## src/rtl/magcompare_pkg.sv

```systemverilog
// Shared types for the iterative magnitude comparator: FSM states and the
// registered three-way compare result.
package magcompare_pkg;

  typedef enum logic [1:0] {
    IDLE = 2'd0,
    CMP  = 2'd1,
    DONE = 2'd2
  } cmp_state_t;

  typedef struct packed {
    logic lt;
    logic gt;
    logic eq;
  } cmp_result_t;

endpackage

```

## src/rtl/magcompare_iter_if.sv

```systemverilog
// Operand/result handshake bundle for magcompare_iter; the comparator sits
// on the slave side.
interface magcompare_iter_if #(
  parameter int WIDTH = 32,
  parameter int DIGIT = 2
);
  localparam int NDIG = WIDTH / DIGIT;
  localparam int NW   = $clog2(NDIG + 1);

  logic             in_valid;
  logic             in_ready;
  logic [WIDTH-1:0] A;
  logic [WIDTH-1:0] B;
  logic             is_signed;
  logic             out_valid;
  logic             out_ready;
  logic             LT;
  logic             GT;
  logic             EQ;
  logic [NW-1:0]    ndig_used;

  modport slave (
    input  in_valid, A, B, is_signed, out_ready,
    output in_ready, out_valid, LT, GT, EQ, ndig_used
  );

  modport master (
    output in_valid, A, B, is_signed, out_ready,
    input  in_ready, out_valid, LT, GT, EQ, ndig_used
  );
endinterface

```

## src/rtl/magcompare_digit.sv

```systemverilog
// Combinational DIGIT-bit unsigned LT/GT cell; equality is implied when
// neither output is set.
module magcompare_digit #(
  parameter int DIGIT = 2
) (
  input  logic [DIGIT-1:0] a_i,
  input  logic [DIGIT-1:0] b_i,
  output logic             lt_o,
  output logic             gt_o
);

  assign lt_o = (a_i < b_i);
  assign gt_o = (a_i > b_i);

endmodule

```

## src/rtl/magcompare_iter.sv

```systemverilog
// Sequential MSB-first magnitude comparator: one DIGIT-bit slice per cycle,
// stops at the first differing digit, result held until consumed.
module magcompare_iter
  import magcompare_pkg::*;
#(
  parameter int WIDTH = 32,
  parameter int DIGIT = 2
) (
  input logic               clk,
  input logic               reset,
  magcompare_iter_if.slave  bus
);

  localparam int NDIG = WIDTH / DIGIT;
  localparam int NW   = $clog2(NDIG + 1);
  localparam int IW   = (NDIG > 1) ? $clog2(NDIG) : 1;

  cmp_state_t       state_q, state_d;
  logic [WIDTH-1:0] a_q, a_d, b_q, b_d;
  logic [IW-1:0]    idx_q, idx_d;
  cmp_result_t      res_q, res_d;
  logic [NW-1:0]    ndig_q, ndig_d;

  logic [DIGIT-1:0] a_dig, b_dig;
  logic             dig_lt, dig_gt;

  assign a_dig = DIGIT'(a_q >> (int'(idx_q) * DIGIT));
  assign b_dig = DIGIT'(b_q >> (int'(idx_q) * DIGIT));

  magcompare_digit #(.DIGIT(DIGIT)) u_digit (
    .a_i  (a_dig),
    .b_i  (b_dig),
    .lt_o (dig_lt),
    .gt_o (dig_gt)
  );

  always_comb begin
    state_d = state_q;
    a_d     = a_q;
    b_d     = b_q;
    idx_d   = idx_q;
    res_d   = res_q;
    ndig_d  = ndig_q;
    unique case (state_q)
      IDLE: begin
        if (bus.in_valid) begin
          a_d   = bus.A;
          b_d   = bus.B;
          // Flipping both sign bits maps two's-complement order onto unsigned order.
          if (bus.is_signed) begin
            a_d[WIDTH-1] = ~bus.A[WIDTH-1];
            b_d[WIDTH-1] = ~bus.B[WIDTH-1];
          end
          idx_d   = IW'(NDIG - 1);
          state_d = CMP;
        end
      end
      CMP: begin
        if (dig_lt || dig_gt) begin
          res_d   = '{lt: dig_lt, gt: dig_gt, eq: 1'b0};
          ndig_d  = NW'(NDIG - int'(idx_q));
          state_d = DONE;
        end else if (idx_q == '0) begin
          res_d   = '{lt: 1'b0, gt: 1'b0, eq: 1'b1};
          ndig_d  = NW'(NDIG);
          state_d = DONE;
        end else begin
          idx_d = idx_q - 1'b1;
        end
      end
      DONE: begin
        // Clearing on exit keeps all flags low whenever out_valid is low.
        if (bus.out_ready) begin
          res_d   = '0;
          ndig_d  = '0;
          state_d = IDLE;
        end
      end
      default: state_d = IDLE;
    endcase
  end

  always_ff @(posedge clk) begin
    if (reset) begin
      state_q <= IDLE;
      a_q     <= '0;
      b_q     <= '0;
      idx_q   <= '0;
      res_q   <= '0;
      ndig_q  <= '0;
    end else begin
      state_q <= state_d;
      a_q     <= a_d;
      b_q     <= b_d;
      idx_q   <= idx_d;
      res_q   <= res_d;
      ndig_q  <= ndig_d;
    end
  end

  assign bus.in_ready  = (state_q == IDLE);
  assign bus.out_valid = (state_q == DONE);
  assign bus.LT        = res_q.lt;
  assign bus.GT        = res_q.gt;
  assign bus.EQ        = res_q.eq;
  assign bus.ndig_used = ndig_q;

endmodule

```

## src/flat_wrapper.sv

```systemverilog
// flat-port wrapper written by rule: the top's interface ports become plain ports
module magcompare_iter_flat import magcompare_pkg::*;
#(
  parameter int WIDTH = 32,
  parameter int DIGIT = 2
)
  (clk, reset, bus_in_valid, bus_A, bus_B, bus_is_signed, bus_out_ready, bus_in_ready, bus_out_valid, bus_LT, bus_GT, bus_EQ, bus_ndig_used);
  magcompare_iter_if #(.WIDTH(WIDTH), .DIGIT(DIGIT)) bus_i ();
  input logic clk;
  input logic reset;
  input wire logic [$bits(bus_i.in_valid)-1:0] bus_in_valid;
  input wire logic [$bits(bus_i.A)-1:0] bus_A;
  input wire logic [$bits(bus_i.B)-1:0] bus_B;
  input wire logic [$bits(bus_i.is_signed)-1:0] bus_is_signed;
  input wire logic [$bits(bus_i.out_ready)-1:0] bus_out_ready;
  output wire logic [$bits(bus_i.in_ready)-1:0] bus_in_ready;
  output wire logic [$bits(bus_i.out_valid)-1:0] bus_out_valid;
  output wire logic [$bits(bus_i.LT)-1:0] bus_LT;
  output wire logic [$bits(bus_i.GT)-1:0] bus_GT;
  output wire logic [$bits(bus_i.EQ)-1:0] bus_EQ;
  output wire logic [$bits(bus_i.ndig_used)-1:0] bus_ndig_used;
  assign bus_i.in_valid = bus_in_valid;
  assign bus_i.A = bus_A;
  assign bus_i.B = bus_B;
  assign bus_i.is_signed = bus_is_signed;
  assign bus_i.out_ready = bus_out_ready;
  assign bus_in_ready = bus_i.in_ready;
  assign bus_out_valid = bus_i.out_valid;
  assign bus_LT = bus_i.LT;
  assign bus_GT = bus_i.GT;
  assign bus_EQ = bus_i.EQ;
  assign bus_ndig_used = bus_i.ndig_used;
  magcompare_iter #(.WIDTH(WIDTH), .DIGIT(DIGIT)) u_core (.clk(clk), .reset(reset), .bus(bus_i));
endmodule
```

## config.mk

```make
export PLATFORM = sky130hd
export DESIGN_NAME = magcompare_iter_flat
export DESIGN_NICKNAME = d
export VERILOG_FILES = /design/src/rtl/magcompare_pkg.sv /design/src/rtl/magcompare_iter_if.sv /design/src/rtl/magcompare_digit.sv /design/src/rtl/magcompare_iter.sv /design/src/flat_wrapper.sv
export SDC_FILE = /design/constraint.sdc
export NUM_CORES = 1
export LEC_CHECK = 0
export ABC_AREA = 1
export CAP_MARGIN = 0
export CORE_UTILIZATION = 50
export CTS_CLUSTER_SIZE = 10
export DETAILED_ROUTE_END_ITERATION = 16
export HOLD_SLACK_MARGIN = 0.08
export PLACE_DENSITY = 0.79
export SLEW_MARGIN = 20
export SYNTH_ARGS = -nofsm -noshare
export SYNTH_HDL_FRONTEND = slang
export SYNTH_SLANG_ARGS = --single-unit
```

## constraint.sdc

```tcl
create_clock -name clk -period 4.8 [get_ports clk]
set_input_delay 1.44 -clock clk [delete_from_list [all_inputs] [get_ports clk]]
set_output_delay 1.44 -clock clk [all_outputs]
set_load 0.005 [all_outputs]
```

==> flow_metrics.tcl, run 1 <==
set metrics [dict create \
    most-common-layout-cells "nor2_1, o21ai_0, clkdlybuf4s50_1, dfxtp_1, nand2_1" \
    crit_arrival_ns 3.68 \
    cap_violations 0 \
    place_hpwl_um 6260 \
    crit_path_max_incr_delay_ns 0.90 \
    power_leakage_nw 1.88 \
    finalSetupTns_ns 0 \
    postCtsHoldBufs 0 \
    drc_errors 0 \
    avgSynthCellArea_sq_um 6.84 \
    firstDrtPassIters 5 \
    irDropWorstVdd_mv 0.241 \
    whs_ns 0.458 \
    required_ns 5.09 \
    status "completed" \
    busiest_layer "met2" \
    row_count 30 \
    post_cts_buffers 0 \
    die_y_um 87.7 \
    via_per_inst 5.21 \
    grt_overflow 0 \
    critPathSlowestCell "dfxtp_1" \
    multiInputGateArea_sq_um 1770 \
    yosys-top-cells-area "dfxtp_1, o21ai_0, nor2_1" \
    reg2reg_depth 14 \
    cp_num_cells 14 \
    crit_path_cell_trace "inv_1 > o21ai_0 > nand3_1 > nand3_1 > nand2_1 > inv_1 > ha_1 > nand2_1 > a21oi_4 > nand2_2 > nand2_1 > nand2_1 > nand2_1 > nor2_1" \
    skew_ns 0.00740 \
    grtUsageMet1 0.359 \
    drt_iter0_drc 329 \
    clk_latency_ns 0.35 \
    finalHoldViolCount 0 \
    cts_buffer_depth 2 \
    core_sq_um 6940 \
    end_kind "register" \
    synth_edf_count 0 \
    grt_pass1_wl_um 14900 \
    hold_path_depth 2 \
    total_power_w 0.00281 \
    layout_commonest_cell "nor2_1" \
    drive_above_1_share 0.0467 \
    cts_made_buffers 9 \
    ys_ff_latch 78 \
    area_growth_pct 26.4 \
    clockRootBuffer "clkbuf_8" \
    max_freq_mhz 295 \
    ys.flop_type "dfxtp_1" \
    synth_fp_nets 612 \
    syn_inst 537 \
    wl_per_cell_um 12.9 \
    fp.dieW_um 87.7 \
    synth_top_area_share 0.425 \
    path_common_cell "nand2_1" \
    initial_core_util 0.529 \
    yosysTopAreaCell "dfxtp_1" \
    fillers 596 \
    cp_max_fo 27 \
    synth-seq-area-share 0.425 \
    vias 3623 \
    worst_slew_pin_slew_ns 0.877 \
    cts_sinks 78 \
    dpl_cell_area_sq_um 4440 \
    diodes 0 \
    rsz0062_at_grt "false" \
    async_reset_ff_frac 0 \
    final_core_util 0.669 \
    critPathBufInv 2 \
    finalWirelength_um 9000 \
    max_slew_margin 0.415 \
    clk_pin_slew_worst_paths_ns 0.08 \
    cts_tree "built" \
    cts_resized 0 \
    die_area_sq_um 7690 \
    final-seq-area_sq_um 1560 \
    finalSetupViolCount 0 \
    crit_family "simple AND/OR/NAND/NOR gates" \
    track_usage 0.250 \
    netlist_area_sq_um 3670 \
    cts_max_level 3 \
    antenna_found_initial 0 \
    io_buffers 78 \
    met2_usage 0.375 \
    maxSlewViolCount 0 \
    final_cell_area_sq_um 4640 \
    min_path_type "reg2reg" \
    grt_max_degree 49 \
    gp_congestion 0.853 \
    io_pins 79 \
    worst_setup_path_start_kind "register" \
    grt_pass1_vias 3224 \
    final.period_utilization 0.706 \
    period_needed_ns 3.39 \
    ant_nets 0 \
    critPathKind "reg2reg" \
    use_met3 0.0386 \
    power.density_nw_per_um2 605 \
    yosysWarningCount 0 \
    yosys.cell_types.count 25 \
    fin_nets 671 \
]
kinds of logic after synthesis:
logic type / synth area share
simple gates: 0.252
buf+inv: 0.0926
compound gates: 0.203
xor+xnor: 0.00715
flops: 0.425
fa+ha+maj: 0.0204
routing by layer:
metal	wire length (um)	up-vias	share of wire
met5	0	-	0
met4	178	0	0.020
met3	523	15	0.058
met2	3860	132	0.43
met1	4440	1617	0.49
li1	-	1859	-
metrics by stage:
step | worst slack, ns | cells
3_5_place_dp | 1.42 | 681
2_1_floorplan | 2.63 | 537
5_1_grt | 1.15 | 696
4_1_cts | 1.47 | 696
3_3_place_gp | 1.51 | 681
6_report | 1.41 | 696
cell usage after synthesis (2+ instances only):
master	number
xnor2_1	3
buf_6	2
buf_4	2
ha_1	6
inv_1	41
o21ai_0	93
nor2_1	116
nand2_1	63
clkbuf_1	10
a21oi_1	43
buf_2	19
nand3_1	47
dfxtp_1	78
o211ai_1	3
flip-flops by register name, indices dropped and copies added, names as in the netlist:
name / flops
u_core.bus.LT: 1
u_core.bus.EQ: 1
u_core.idx_q: 4
u_core.b_q: 32
u_core.bus.GT: 1
u_core.a_q: 32
u_core.state_q: 2
u_core.bus.ndig_used: 5
power breakdown:
part / internal, W / leakage [nW] / switching, W
Combinational: 0.000505 / 1.13 / 0.000815
Sequential: 0.000842 / 0.646 / 0.000138
Clock: 0.000279 / 0.104 / 0.000232
path summary, 6_finish.rpt:
kind	start	to	slack, ns
hold reg to reg	u_core.a_q[8]	u_core.a_q[8]	0.46
setup / recovery	u_core.idx_q[0]	u_core.bus.ndig_used[3]	1.41
setup reg to reg	u_core.idx_q[0]	u_core.bus.ndig_used[3]	1.41
hold / removal	u_core.a_q[8]	u_core.a_q[8]	0.46
area by class of cell:
class / instances / area share
clock buffers: 12 / 0.0356
clock inverters: 3 / 0.00916
inverters: 43 / 0.0348
multi-input cells: 381 / 0.382
flip-flops and latches: 78 / 0.336
well taps: 96 / 0.0259
repair buffers: 83 / 0.176
tightest hold or removal path, delay by kind of cell (launching register included):
| family | cells | cell delay [ns] |
|---|---|---|
| buf+inv | 1 | 0.06 |
| compound gates | 1 | 0.05 |
| flops | 1 | 0.30 |
Power figures use the tool's default switching activity.
==> inputs of run 2 (changes only) <==
clock period = 3.5 ns   (was 4.8 ns; I/O delays follow)
==> run 2 against run 1 <==
  * Utilization up 0.20 points
  * Sequential power up 31%
  * Clock skew down 0.0020 ns
  * Critical endpoint is now u_core.bus.ndig_used[4]
  * Largest cell class unchanged
==> flow_metrics.tcl, run 2 (same netlist as run 1, synthesis figures left out) <==
set metrics [dict create \
    track_usage 0.246 \
    p_switching_w 0.00166 \
    irDropWorstVdd_mv 0.443 \
    required_ns 3.75 \
    finalSetupViolCount 0 \
    fp.dieW_um 87.7 \
    fillers 617 \
    core_sq_um 6940 \
    io_buffers 78 \
    worst_setup_path_start_kind "register" \
    crit_start "u_core.idx_q[0]" \
    clk_latency_ns 0.35 \
    firstDrtPassIters 5 \
    max_slew_margin 0.576 \
    antenna_found_initial 0 \
    postCtsHoldBufs 0 \
    clockRootBuffer "clkbuf_8" \
    grt_pass1_wl_um 14800 \
    cap_violations 0 \
    vias 3722 \
    cts_resized 0 \
    multiInputGateArea_sq_um 1770 \
    reg2reg_from "u_core.idx_q[0]" \
    initial_core_util 0.529 \
    critPathKind "reg2reg" \
    die_area_sq_um 7690 \
    diodes 0 \
    sw_frac_of_total 0.428 \
    grt_max_degree 77 \
    wl_met2_um 4040 \
    area_growth_pct 26.8 \
    ant_nets 0 \
    skew_ns 0.00537 \
    min_path_type "reg2reg" \
    fin_nets 674 \
    power_leakage_nw 1.90 \
    status "completed" \
    final.period_utilization 0.788 \
    io_pins 79 \
    finalSetupTns_ns 0 \
    most-common-layout-cells "nor2_1, o21ai_0, clkdlybuf4s50_1, dfxtp_1, nand2_1" \
    route.met3.wl_um 579 \
    max_freq_mhz 363 \
    finalHoldViolCount 0 \
    drc_errors 0 \
    power.share.clock 0.173 \
    grt_overflow 0 \
    cp_max_fo 28 \
    worstHoldStart "u_core.b_q[10]" \
    place_hpwl_um 6250 \
    crit_arrival_ns 3.01 \
    finalWirelength_um 9070 \
    end_kind "register" \
    cts_buffer_depth 2 \
    seqPwrFrac 0.332 \
    power.density_nw_per_um2 831 \
    rsz0062_at_grt "false" \
    post_cts_buffers 0 \
    wl_per_cell_um 13.0 \
    row_count 30 \
    gp_congestion 0.916 \
    p_int_w 0.00221 \
    drive_above_1_share 0.0513 \
    die_y_um 87.7 \
    layout_commonest_cell "nor2_1" \
    met1Wirelength_um 4290 \
    via_per_inst 5.32 \
    cts_tree "built" \
    top_layer_used "met4" \
    worst_slew_pin_slew_ns 0.636 \
    fin_cells 700 \
    drt_iter0_drc 314 \
    final-seq-area_sq_um 1560 \
    maxSlewViolCount 0 \
    grt_pass1_vias 3359 \
    cts_sinks 78 \
    cts_max_level 3 \
    cts_made_buffers 9 \
    clk_pin_slew_worst_paths_ns 0.08 \
    dp_cells 684 \
    power_frac_comb 0.495 \
    period_needed_ns 2.76 \
]
[run 2: critical path, stage by stage, from the launching register on]
cell	delay, ns
dfxtp_1	0.32
buf_4	0.27
buf_4	0.32
nor2_1	0.08
nor2_1	0.08
o21ai_0	0.11
nand3_1	0.10
nand3_1	0.07
nand2_1	0.10
inv_1	0.05
ha_1	0.28
nand2_1	0.12
a21oi_4	0.17
nand2_2	0.21
nand2_1	0.19
nand2_1	0.07
nand2_1	0.06
nor2_1	0.04
[run 2: final cells by class]
class | count | share of cell area
Multi-Input combinational cell | 381 | 0.381
Sequential cell | 78 | 0.335
Timing Repair Buffer | 86 | 0.181
Inverter | 43 | 0.0347
Clock buffer | 10 | 0.0296
Tap cell | 96 | 0.0258
Clock inverter | 6 | 0.0132
[run 2: per-stage QoR]
stage,setup WS [ns],power [W],hold slack (ns),utilization,instance area [sq um]
5_1_grt,0.514,0.00418,0.472,0.671,4660
6_report,0.742,0.00387,0.460,0.671,4660
3_3_place_gp,0.921,0.00312,0.441,0.642,4460
4_1_cts,0.792,0.00385,0.459,0.671,4660
3_5_place_dp,0.837,0.00317,0.446,0.642,4460
2_1_floorplan,1.42,0.00270,0.424,-,3670
[run 2: power groups by stage]
| stage | combinational (W) | clock (W) | sequential, W |
|---|---|---|---|
| 2_1_floorplan | 0.00143 | 0 | 0.00127 |
| 3_3_place_gp | 0.00182 | 0 | 0.00129 |
| 3_5_place_dp | 0.00187 | 0 | 0.00130 |
| 4_1_cts | 0.00189 | 0.000676 | 0.00128 |
| 5_1_grt | 0.00216 | 0.000711 | 0.00131 |
| 6_report | 0.00192 | 0.000669 | 0.00128 |
[run 2: worst paths after layout]
path	to	slack, ns	cells after the start
max reg2reg	u_core.bus.ndig_used[4]	0.74	17
max	u_core.bus.ndig_used[4]	0.74	17
min	u_core.b_q[10]	0.46	2
min reg2reg	u_core.b_q[10]	0.46	2
[run 2: layer usage]
layer  track usage  up-vias
li1              -     1867
met1         0.334     1702
met2         0.391      138
met3        0.0339       15
met4         0.110        0
met5             0        -
